==> config.mk <==
export PLATFORM = sky130hd
export DESIGN_NAME = ahb_lite_master_flat
export DESIGN_NICKNAME = d
export VERILOG_FILES = /design/src/rtl/ahb_lite_master_if.sv /design/src/rtl/ahb_lite_master.sv /design/src/flat_wrapper.sv
export SDC_FILE = /design/constraint.sdc
export NUM_CORES = 1
export LEC_CHECK = 0
export BUFFER_PORTS_ARGS = -buffer_cell sky130_fd_sc_hd__buf_2
export CAP_MARGIN = 20
export CORE_AREA = 2 2 107 109
export CTS_BUF_LIST = sky130_fd_sc_hd__clkbuf_16
export CTS_CLUSTER_DIAMETER = 80
export DETAILED_ROUTE_END_ITERATION = 10
export DIE_AREA = 0 0 109 111
export PLACE_DENSITY_LB_ADDON = 0.25
export SYNTH_ARGS = -nofsm -noshare
export SYNTH_HDL_FRONTEND = slang
export SYNTH_SLANG_ARGS = --single-unit
==> constraint.sdc <==
create_clock -name HCLK -period 1.8 [get_ports HCLK]
set_input_delay 0.36 -clock HCLK [delete_from_list [all_inputs] [get_ports HCLK]]
set_output_delay 0.36 -clock HCLK [all_outputs]
set_load 0.02 [all_outputs]
==> src/rtl/ahb_lite_master_if.sv <==
//==============================================================================
// ahb_lite_master_if
// Command/response stream and AHB-Lite master bus bundled for ahb_lite_master.
// Revision: 1.0
//==============================================================================
`default_nettype none

interface ahb_lite_master_if #(
  parameter int ADDR_W = 32,
  parameter int DATA_W = 32
);
  logic              cmd_valid;
  logic              cmd_ready;
  logic              cmd_write;
  logic [ADDR_W-1:0] cmd_addr;
  logic [2:0]        cmd_size;
  logic [DATA_W-1:0] cmd_wdata;

  logic              rsp_valid;
  logic [DATA_W-1:0] rsp_rdata;
  logic              rsp_error;

  logic [ADDR_W-1:0] HADDR;
  logic [1:0]        HTRANS;
  logic              HWRITE;
  logic [2:0]        HSIZE;
  logic [2:0]        HBURST;
  logic [3:0]        HPROT;
  logic              HMASTLOCK;
  logic [DATA_W-1:0] HWDATA;
  logic [DATA_W-1:0] HRDATA;
  logic              HREADY;
  logic [1:0]        HRESP;

  modport master (
    input  cmd_valid, cmd_write, cmd_addr, cmd_size, cmd_wdata,
    output cmd_ready,
    output rsp_valid, rsp_rdata, rsp_error,
    output HADDR, HTRANS, HWRITE, HSIZE, HBURST, HPROT, HMASTLOCK, HWDATA,
    input  HRDATA, HREADY, HRESP
  );

  modport slave (
    output cmd_valid, cmd_write, cmd_addr, cmd_size, cmd_wdata,
    input  cmd_ready,
    input  rsp_valid, rsp_rdata, rsp_error,
    input  HADDR, HTRANS, HWRITE, HSIZE, HBURST, HPROT, HMASTLOCK, HWDATA,
    output HRDATA, HREADY, HRESP
  );
endinterface

`default_nettype wire

==> src/rtl/ahb_lite_master.sv <==
//==============================================================================
// ahb_lite_master
// Valid/ready command stream to single NONSEQ AHB-Lite transfers, with ERROR replay.
// Revision: 1.0
//==============================================================================
`default_nettype none

module ahb_lite_master #(
  parameter int ADDR_W = 32,
  parameter int DATA_W = 32
) (
  input  wire logic          HCLK,
  input  wire logic          HRESET,
  ahb_lite_master_if.master  bus
);

  localparam logic [1:0] HTRANS_IDLE   = 2'b00;
  localparam logic [1:0] HTRANS_NONSEQ = 2'b10;

  // Address-phase stage
  logic              a_valid_q, a_valid_d;
  logic              a_hold_q,  a_hold_d;
  logic              a_write_q, a_write_d;
  logic [ADDR_W-1:0] a_addr_q,  a_addr_d;
  logic [2:0]        a_size_q,  a_size_d;
  logic [DATA_W-1:0] a_wdata_q, a_wdata_d;
  // Data-phase stage
  logic              d_valid_q, d_valid_d;
  logic              d_write_q, d_write_d;
  logic [DATA_W-1:0] d_wdata_q, d_wdata_d;
  // Response registers
  logic              rsp_valid_q, rsp_valid_d;
  logic [DATA_W-1:0] rsp_rdata_q, rsp_rdata_d;
  logic              rsp_error_q, rsp_error_d;

  logic err1;
  logic a_issue;
  logic a_advance;
  logic d_done;
  logic cmd_ready;
  logic cmd_accept;

  always_comb begin
    err1       = d_valid_q & ~bus.HREADY & (bus.HRESP != 2'b00);
    a_issue    = a_valid_q & ~a_hold_q;
    a_advance  = a_issue & bus.HREADY;
    d_done     = d_valid_q & bus.HREADY;
    cmd_ready  = ~HRESET & (~a_valid_q | (bus.HREADY & ~a_hold_q & ~err1));
    cmd_accept = bus.cmd_valid & cmd_ready;
  end

  always_comb begin
    a_valid_d   = a_valid_q;
    a_hold_d    = a_hold_q;
    a_write_d   = a_write_q;
    a_addr_d    = a_addr_q;
    a_size_d    = a_size_q;
    a_wdata_d   = a_wdata_q;
    d_valid_d   = d_valid_q;
    d_write_d   = d_write_q;
    d_wdata_d   = d_wdata_q;

    // The data stage is only refilled at an edge where the bus accepts an address.
    if (bus.HREADY) begin
      d_valid_d = a_advance;
      if (a_advance) begin
        d_write_d = a_write_q;
        d_wdata_d = a_wdata_q;
      end
    end

    if (a_advance) begin
      a_valid_d = 1'b0;
    end
    if (cmd_accept) begin
      a_valid_d = 1'b1;
      a_write_d = bus.cmd_write;
      a_addr_d  = bus.cmd_addr;
      a_size_d  = bus.cmd_size;
      a_wdata_d = bus.cmd_wdata;
    end

    // First ERROR cycle cancels the pending address; second cycle releases it for replay.
    if (err1 & a_valid_q) begin
      a_hold_d = 1'b1;
    end else if (a_hold_q & bus.HREADY) begin
      a_hold_d = 1'b0;
    end

    rsp_valid_d = d_done;
    rsp_rdata_d = (d_done & ~d_write_q) ? bus.HRDATA : '0;
    rsp_error_d = d_done & (bus.HRESP != 2'b00);
  end

  always_ff @(posedge HCLK) begin
    if (HRESET) begin
      a_valid_q   <= 1'b0;
      a_hold_q    <= 1'b0;
      a_write_q   <= 1'b0;
      a_addr_q    <= '0;
      a_size_q    <= 3'd0;
      a_wdata_q   <= '0;
      d_valid_q   <= 1'b0;
      d_write_q   <= 1'b0;
      d_wdata_q   <= '0;
      rsp_valid_q <= 1'b0;
      rsp_rdata_q <= '0;
      rsp_error_q <= 1'b0;
    end else begin
      a_valid_q   <= a_valid_d;
      a_hold_q    <= a_hold_d;
      a_write_q   <= a_write_d;
      a_addr_q    <= a_addr_d;
      a_size_q    <= a_size_d;
      a_wdata_q   <= a_wdata_d;
      d_valid_q   <= d_valid_d;
      d_write_q   <= d_write_d;
      d_wdata_q   <= d_wdata_d;
      rsp_valid_q <= rsp_valid_d;
      rsp_rdata_q <= rsp_rdata_d;
      rsp_error_q <= rsp_error_d;
    end
  end

  assign bus.cmd_ready = cmd_ready;
  assign bus.rsp_valid = rsp_valid_q;
  assign bus.rsp_rdata = rsp_rdata_q;
  assign bus.rsp_error = rsp_error_q;
  assign bus.HTRANS    = a_issue ? HTRANS_NONSEQ : HTRANS_IDLE;
  assign bus.HADDR     = a_addr_q;
  assign bus.HWRITE    = a_write_q;
  assign bus.HSIZE     = a_size_q;
  assign bus.HWDATA    = d_wdata_q;
  assign bus.HBURST    = 3'b000;
  assign bus.HPROT     = 4'b0011;
  assign bus.HMASTLOCK = 1'b0;

endmodule

`default_nettype wire

==> src/flat_wrapper.sv <==
// flat-port wrapper written by rule: the top's interface ports become plain ports
module ahb_lite_master_flat 
#(
  parameter int ADDR_W = 32,
  parameter int DATA_W = 32
)
  (HCLK, HRESET, bus_cmd_valid, bus_cmd_write, bus_cmd_addr, bus_cmd_size, bus_cmd_wdata, bus_cmd_ready, bus_rsp_valid, bus_rsp_rdata, bus_rsp_error, bus_HADDR, bus_HTRANS, bus_HWRITE, bus_HSIZE, bus_HBURST, bus_HPROT, bus_HMASTLOCK, bus_HWDATA, bus_HRDATA, bus_HREADY, bus_HRESP);
  ahb_lite_master_if #(.ADDR_W(ADDR_W), .DATA_W(DATA_W)) bus_i ();
  input  wire logic HCLK;
  input  wire logic HRESET;
  input wire logic [$bits(bus_i.cmd_valid)-1:0] bus_cmd_valid;
  input wire logic [$bits(bus_i.cmd_write)-1:0] bus_cmd_write;
  input wire logic [$bits(bus_i.cmd_addr)-1:0] bus_cmd_addr;
  input wire logic [$bits(bus_i.cmd_size)-1:0] bus_cmd_size;
  input wire logic [$bits(bus_i.cmd_wdata)-1:0] bus_cmd_wdata;
  output wire logic [$bits(bus_i.cmd_ready)-1:0] bus_cmd_ready;
  output wire logic [$bits(bus_i.rsp_valid)-1:0] bus_rsp_valid;
  output wire logic [$bits(bus_i.rsp_rdata)-1:0] bus_rsp_rdata;
  output wire logic [$bits(bus_i.rsp_error)-1:0] bus_rsp_error;
  output wire logic [$bits(bus_i.HADDR)-1:0] bus_HADDR;
  output wire logic [$bits(bus_i.HTRANS)-1:0] bus_HTRANS;
  output wire logic [$bits(bus_i.HWRITE)-1:0] bus_HWRITE;
  output wire logic [$bits(bus_i.HSIZE)-1:0] bus_HSIZE;
  output wire logic [$bits(bus_i.HBURST)-1:0] bus_HBURST;
  output wire logic [$bits(bus_i.HPROT)-1:0] bus_HPROT;
  output wire logic [$bits(bus_i.HMASTLOCK)-1:0] bus_HMASTLOCK;
  output wire logic [$bits(bus_i.HWDATA)-1:0] bus_HWDATA;
  input wire logic [$bits(bus_i.HRDATA)-1:0] bus_HRDATA;
  input wire logic [$bits(bus_i.HREADY)-1:0] bus_HREADY;
  input wire logic [$bits(bus_i.HRESP)-1:0] bus_HRESP;
  assign bus_i.cmd_valid = bus_cmd_valid;
  assign bus_i.cmd_write = bus_cmd_write;
  assign bus_i.cmd_addr = bus_cmd_addr;
  assign bus_i.cmd_size = bus_cmd_size;
  assign bus_i.cmd_wdata = bus_cmd_wdata;
  assign bus_cmd_ready = bus_i.cmd_ready;
  assign bus_rsp_valid = bus_i.rsp_valid;
  assign bus_rsp_rdata = bus_i.rsp_rdata;
  assign bus_rsp_error = bus_i.rsp_error;
  assign bus_HADDR = bus_i.HADDR;
  assign bus_HTRANS = bus_i.HTRANS;
  assign bus_HWRITE = bus_i.HWRITE;
  assign bus_HSIZE = bus_i.HSIZE;
  assign bus_HBURST = bus_i.HBURST;
  assign bus_HPROT = bus_i.HPROT;
  assign bus_HMASTLOCK = bus_i.HMASTLOCK;
  assign bus_HWDATA = bus_i.HWDATA;
  assign bus_i.HRDATA = bus_HRDATA;
  assign bus_i.HREADY = bus_HREADY;
  assign bus_i.HRESP = bus_HRESP;
  ahb_lite_master #(.ADDR_W(ADDR_W), .DATA_W(DATA_W)) u_core (.HCLK(HCLK), .HRESET(HRESET), .bus(bus_i));
endmodule
== Word level (Yosys, flattened, before mapping) ==
Index checks and enable logic that the tools add are counted.

* Logic and storage cells: 43
* Memory bits (read-only): 0
* Bits of input ports: 106
* Memories kept: 0
* Bits in registers: 138
* Bits in writable memories: 0
* Latch bits: 0

* Mux-type cells: 5
* Div/mod/pow operators: 0
* Equal/unequal tests: 0
* Reduce and logical (&&, ||, !) cells: 5
* Bitwise logic cells: 21
* Add/subtract/negate cells: 0
* Order comparisons: 0
* $mul: 0
* Shift operators: 0

{| class="wikitable"
|+ Operators with widths
! cell !! count
|-
| $and 1x1->1 || 13
|-
| $not 1->1 || 7
|-
| $reduce_bool 2->1 || 3
|-
| $mux 1 || 4
|-
| $mux 2 || 1
|-
| $reduce_and 2->1 || 1
|-
| $reduce_or 2->1 || 1
|-
| $or 1x1->1 || 1
|}

== Depth between registers and ports, before layout ==
* Depth after elaboration: 9
* Mapped depth: 5
* Depth with buffers taken out: 3

== Least setup slack after synthesis ==
OpenSTA, ideal clock, no wires.

* Kind: input port to output port
* Start: input HRESET
* End: output bus_cmd_ready
* Stages on the path: 5
* Slack: 0.078 ns
* Data arrival time: 1.362 ns
* Data required time: 1.440 ns
* Cell sequence: clkbuf_2 -> clkbuf_2 -> buf_4 -> buf_4 -> a21oi_1

* Cells in the longest elaborated chain, start to end: 2

{| class="wikitable"
|+ Ends and longest elaborated chain
! item !! line !! source
|-
| start: declaration || flat_wrapper.sv:10 || <nowiki>input wire logic HRESET;</nowiki>
|-
| $not 1->1 || ahb_lite_master.sv:48 || <nowiki>cmd_ready = ~HRESET & (~a_valid_q | (bus.HREADY & ~a_hold_q & ~err1));</nowiki>
|-
| $and 1x1->1 || ahb_lite_master.sv:48 ||
|-
| end: declaration || flat_wrapper.sv:16 || <nowiki>output wire logic [$bits(bus_i.cmd_ready)-1:0] bus_cmd_ready;</nowiki>
|}

No other way between the ends.

== Final worst setup path ==
* Start: register u_core.a_hold_q
* End: output bus_cmd_ready

* Cells in the longest elaborated chain, start to end: 5

{| class="wikitable"
|+ Ends and longest elaborated chain
! item !! line !! source
|-
| start: declaration || ahb_lite_master.sv:22 || <nowiki>logic a_hold_q, a_hold_d;</nowiki>
|-
| start signal: assignment || ahb_lite_master.sv:111 || <nowiki>a_hold_q <= a_hold_d;</nowiki>
|-
| $not 1->1 || ahb_lite_master.sv:48 ||
|-
| $and 1x1->1 (2 in series) || ahb_lite_master.sv:48 ||
|-
| $or 1x1->1 || ahb_lite_master.sv:48 ||
|-
| $and 1x1->1 || ahb_lite_master.sv:48 ||
|}

No other way between the ends.

==> impl_metrics.csv <==
group,metric,value,unit
logic_synthesis,ys_seq_area_share,55.1,%
global_route,overflow,0,
global_route,grt_antenna_before_repair,0,
power,switchingPower,1.60,mW
cells_and_area,diodes,0,
cells_and_area,fill_cells,961,
power,p_seq_share,44.0,%
cells_and_area,drive_above_1_share,45.8,%
sta,fin_skew,0.00432,ns
logic_synthesis,syn_area_per_cell,10.8,um^2
logic_synthesis,synth_area,0.00501,mm^2
critical_path,crit_type,"flip-flop to output pin",
power,pwr_density_cell,1110,mW/mm^2
logic_synthesis,synth_fa_ha_area_share,0,%
critical_path,required,1.44,ns
placed_design,portBuffers,209,
clock_tree,cts_resized,0,
logic_synthesis,ys_types,23,
logic_synthesis,synth_top_area_cell,"dfxtp_1",
cells_and_area,multi_input_area,0.00202,mm^2
sta,fin_ws,0.140,ns
routing,wl_per_cell,13.7,um
placed_design,dpl-instance-area,0.00612,mm^2
logic_synthesis,ys_top_cells_by_count,"dfxtp_1 (138), nor2b_1 (70), nand2_1 (66), mux2_2 (48), a21oi_1 (36)",
logic_synthesis,synth_mux_area_share,16.8,%
routing,viasPerCell,4.57,
power,clockPowerShare,46.5,%
clock_tree,cts.reportedPaths.clkPinSlew,0.05,ns
floorplanning,ios,219,
logic_synthesis,synth_edf_count,0,
logic_synthesis,synthFlopType,"dfxtp_1",
floorplanning,die_h,111,um
routing,drcViolationCount,0,
routing,wl,11300,um
sta,rsz0062_at_grt,"no",
worst_hold_path,worstHoldPathType,"primary input to flip-flop",
clock_tree,ctsHoldBuffers,0,
clock_tree,tritoncts,"built",
clock_tree,cts_max_level,4,
sta,maxSlewViolCount,0,
global_route,globalRouteTotalUtil,19.5,%
placed_design,place.gp.congestion,0.779,
clock_tree,clk_latency,0.41,ns
logic_synthesis,synth.most_common_cell,"dfxtp_1",
logic_synthesis,synth_top_family_by_area,"simple AND/OR/NAND/NOR gates",
clock_tree,cts_setup_buffers,0,
logic_synthesis,yosys_warnings,0,
power,internal_power,5.82,mW
routing,dr.pass1.iters,4,
global_route,grt_pass1_wl,18100,um
logic_synthesis,synth-compound-area-share,4.04,%
routing,drt_iter0_drc,178,
sta,period_share,92.2,%
cells_and_area,area_growth,33.8,%
clock_tree,cts_sinks,138,
floorplanning,die_x,109,um
clock_tree,cts-root-buf,"clkbuf_16",
logic_synthesis,yosys.area_share.simple,18.9,%
critical_path,critical_path.max_fanout,5,
cells_and_area,final_nets,776,
job,drv_cap,0,
logic_synthesis,synth-async-reset-ratio,0,%
cells_and_area,ff_latch_area,0.00276,mm^2
floorplanning,initial_core_util,45.3,%
cells_and_area,fin_area,0.00671,mm^2
power,leakagePower,3.23,nW
routing,antenna_left,0,
logic_synthesis,synth_area_leaders,"dfxtp_1 (55%), mux2_2 (11%), nor2b_1 (8.7%)",
logic_synthesis,netlist_instances,463,
logic_synthesis,synth_seq_cells,138,
outcome,status,"complete, no violations",
logic_synthesis,synth_top_area_share,55.1,%
routing,dr_total_vias,3774,
critical_path,cp.arrival,1.30,ns
global_route,grt_max_degree,45,
sta,hold_violations,0,
placed_design,place_inst,794,
sta,fin_tns_setup,0,ns
placed_design,dp_worst_setup_slack,0.131,ns
power,combinationalPowerShare,9.5,%
placed_design,dp_hpwl,7980,um
power,ir_drop,0.000664,V
power,power,7.42,mW
global_route,first_global_vias,3862,
sta,timing.fmax,602,MHz
power,swShare,21.6,%
clock_tree,cts_inserted_buffers,17,
sta,fin_crit,1.66,ns
floorplanning,core_area,0.0111,mm^2
floorplanning,die-area,0.0121,mm^2
floorplanning,std_cell_rows,39,
cells_and_area,layout.cells.non_filler,826,
critical_path,critPathLaunchType,"flip-flop",
sta,setup_viol,0,
clock_tree,clock_path_buffers,2,
logic_synthesis,synth-xor-area-share,0,%
critical_path,critPathCaptureType,"output pin",
worst max-delay path, cell delays in order, from the launching register on:
cell and delay [ns]:
dfxtp_1 0.33, nand2b_1 0.22, a21oi_1 0.16, buf_2 0.18
per-stage QoR:
stage,hold WS (ns),utilization (%)
2_1_floorplan,0.426,-
3_3_place_gp,0.433,55.2
3_5_place_dp,0.440,55.2
4_1_cts,0.128,60.6
5_1_grt,0.133,60.6
6_report,0.148,60.6
state kept, by name (all words and copies together), names as in the netlist:
signal and count:
u_core.bus.rsp_error 1, u_core.bus.HADDR 32, u_core.bus.HWRITE 1, u_core.bus.HWDATA 32, u_core.bus.rsp_valid 1, u_core.a_valid_q 1, u_core.d_valid_q 1, u_core.a_wdata_q 32
u_core.bus.HSIZE 3, u_core.bus.rsp_rdata 32, u_core.a_hold_q 1, u_core.d_write_q 1
worst paths after layout:
kind | end | from | slack, ns | cells past startpoint
setup / recovery | bus_cmd_ready | u_core.a_hold_q$_SDFFE_PP0P_ | 0.14 | 3
hold / removal | u_core.bus.rsp_rdata[12]$_SDFF_PP0_ | bus_HRDATA[12] | 0.15 | 2
setup reg to reg | u_core.a_wdata_q[3]$_SDFFE_PP0P_ | u_core.a_hold_q$_SDFFE_PP0P_ | 0.21 | 4
hold reg to reg | u_core.bus.HWDATA[6]$_SDFFE_PP0P_ | u_core.a_wdata_q[6]$_SDFFE_PP0P_ | 0.45 | 2
power groups by stage:
stage,registers (mW),logic [mW],clock network [mW]
after CTS,3.27,0.710,3.54
after detailed placement,3.33,0.706,0
after global placement,3.32,0.690,0
final,3.27,0.701,3.45
after global routing,3.28,0.759,3.68
after floorplan,3.43,0.365,0
metal layers:
layer / part of all wire, % / wire length (um) / track usage, % / up-vias
li1: - / - / - / 1886
met1: 41 / 4600 / 21.5 / 1734
met2: 50 / 5640 / 32.5 / 131
met3: 7.2 / 815 / 7.29 / 23
met4: 2.4 / 276 / 9.40 / 0
met5: 0 / 0 / 0 / -
area by class of cell:
cell class | count | share of cell area [%]
clock inverter | 15 | 2.46
multi-input combinational | 293 | 30.2
clock buffer | 17 | 6.34
sequential | 138 | 41.2
inverter | 1 | 0.0559
tap | 143 | 2.67
timing repair buffer | 219 | 17.1
cells by family (layout without fill, tap and decap cells):
| family | Yosys count | in the layout |
|---|---|---|
| mux | 68 | 68 |
| compound gates | 38 | 38 |
| buf+inv | 39 | 252 |
| flops | 138 | 138 |
| other cells | 2 | 9 |
| simple gates | 178 | 178 |
cell usage in the layout (no fill, tap or decap), drive strengths merged:
cell	netlist	final
buf	25	219
dfxtp	138	138
nor2b	70	70
mux2	68	68
nand2	66	66
a21oi	37	37
and2	32	32
clkbuf	13	17
conb	2	9
clkinv	0	8
inv	1	4
bufinv	0	4
nand2b	3	3
nand3b	2	2
nor2	2	2
and3b	1	1
or2	1	1
a31oi	1	1
nor3	1	1
No activity file was read; power rests on OpenSTA's default activity.
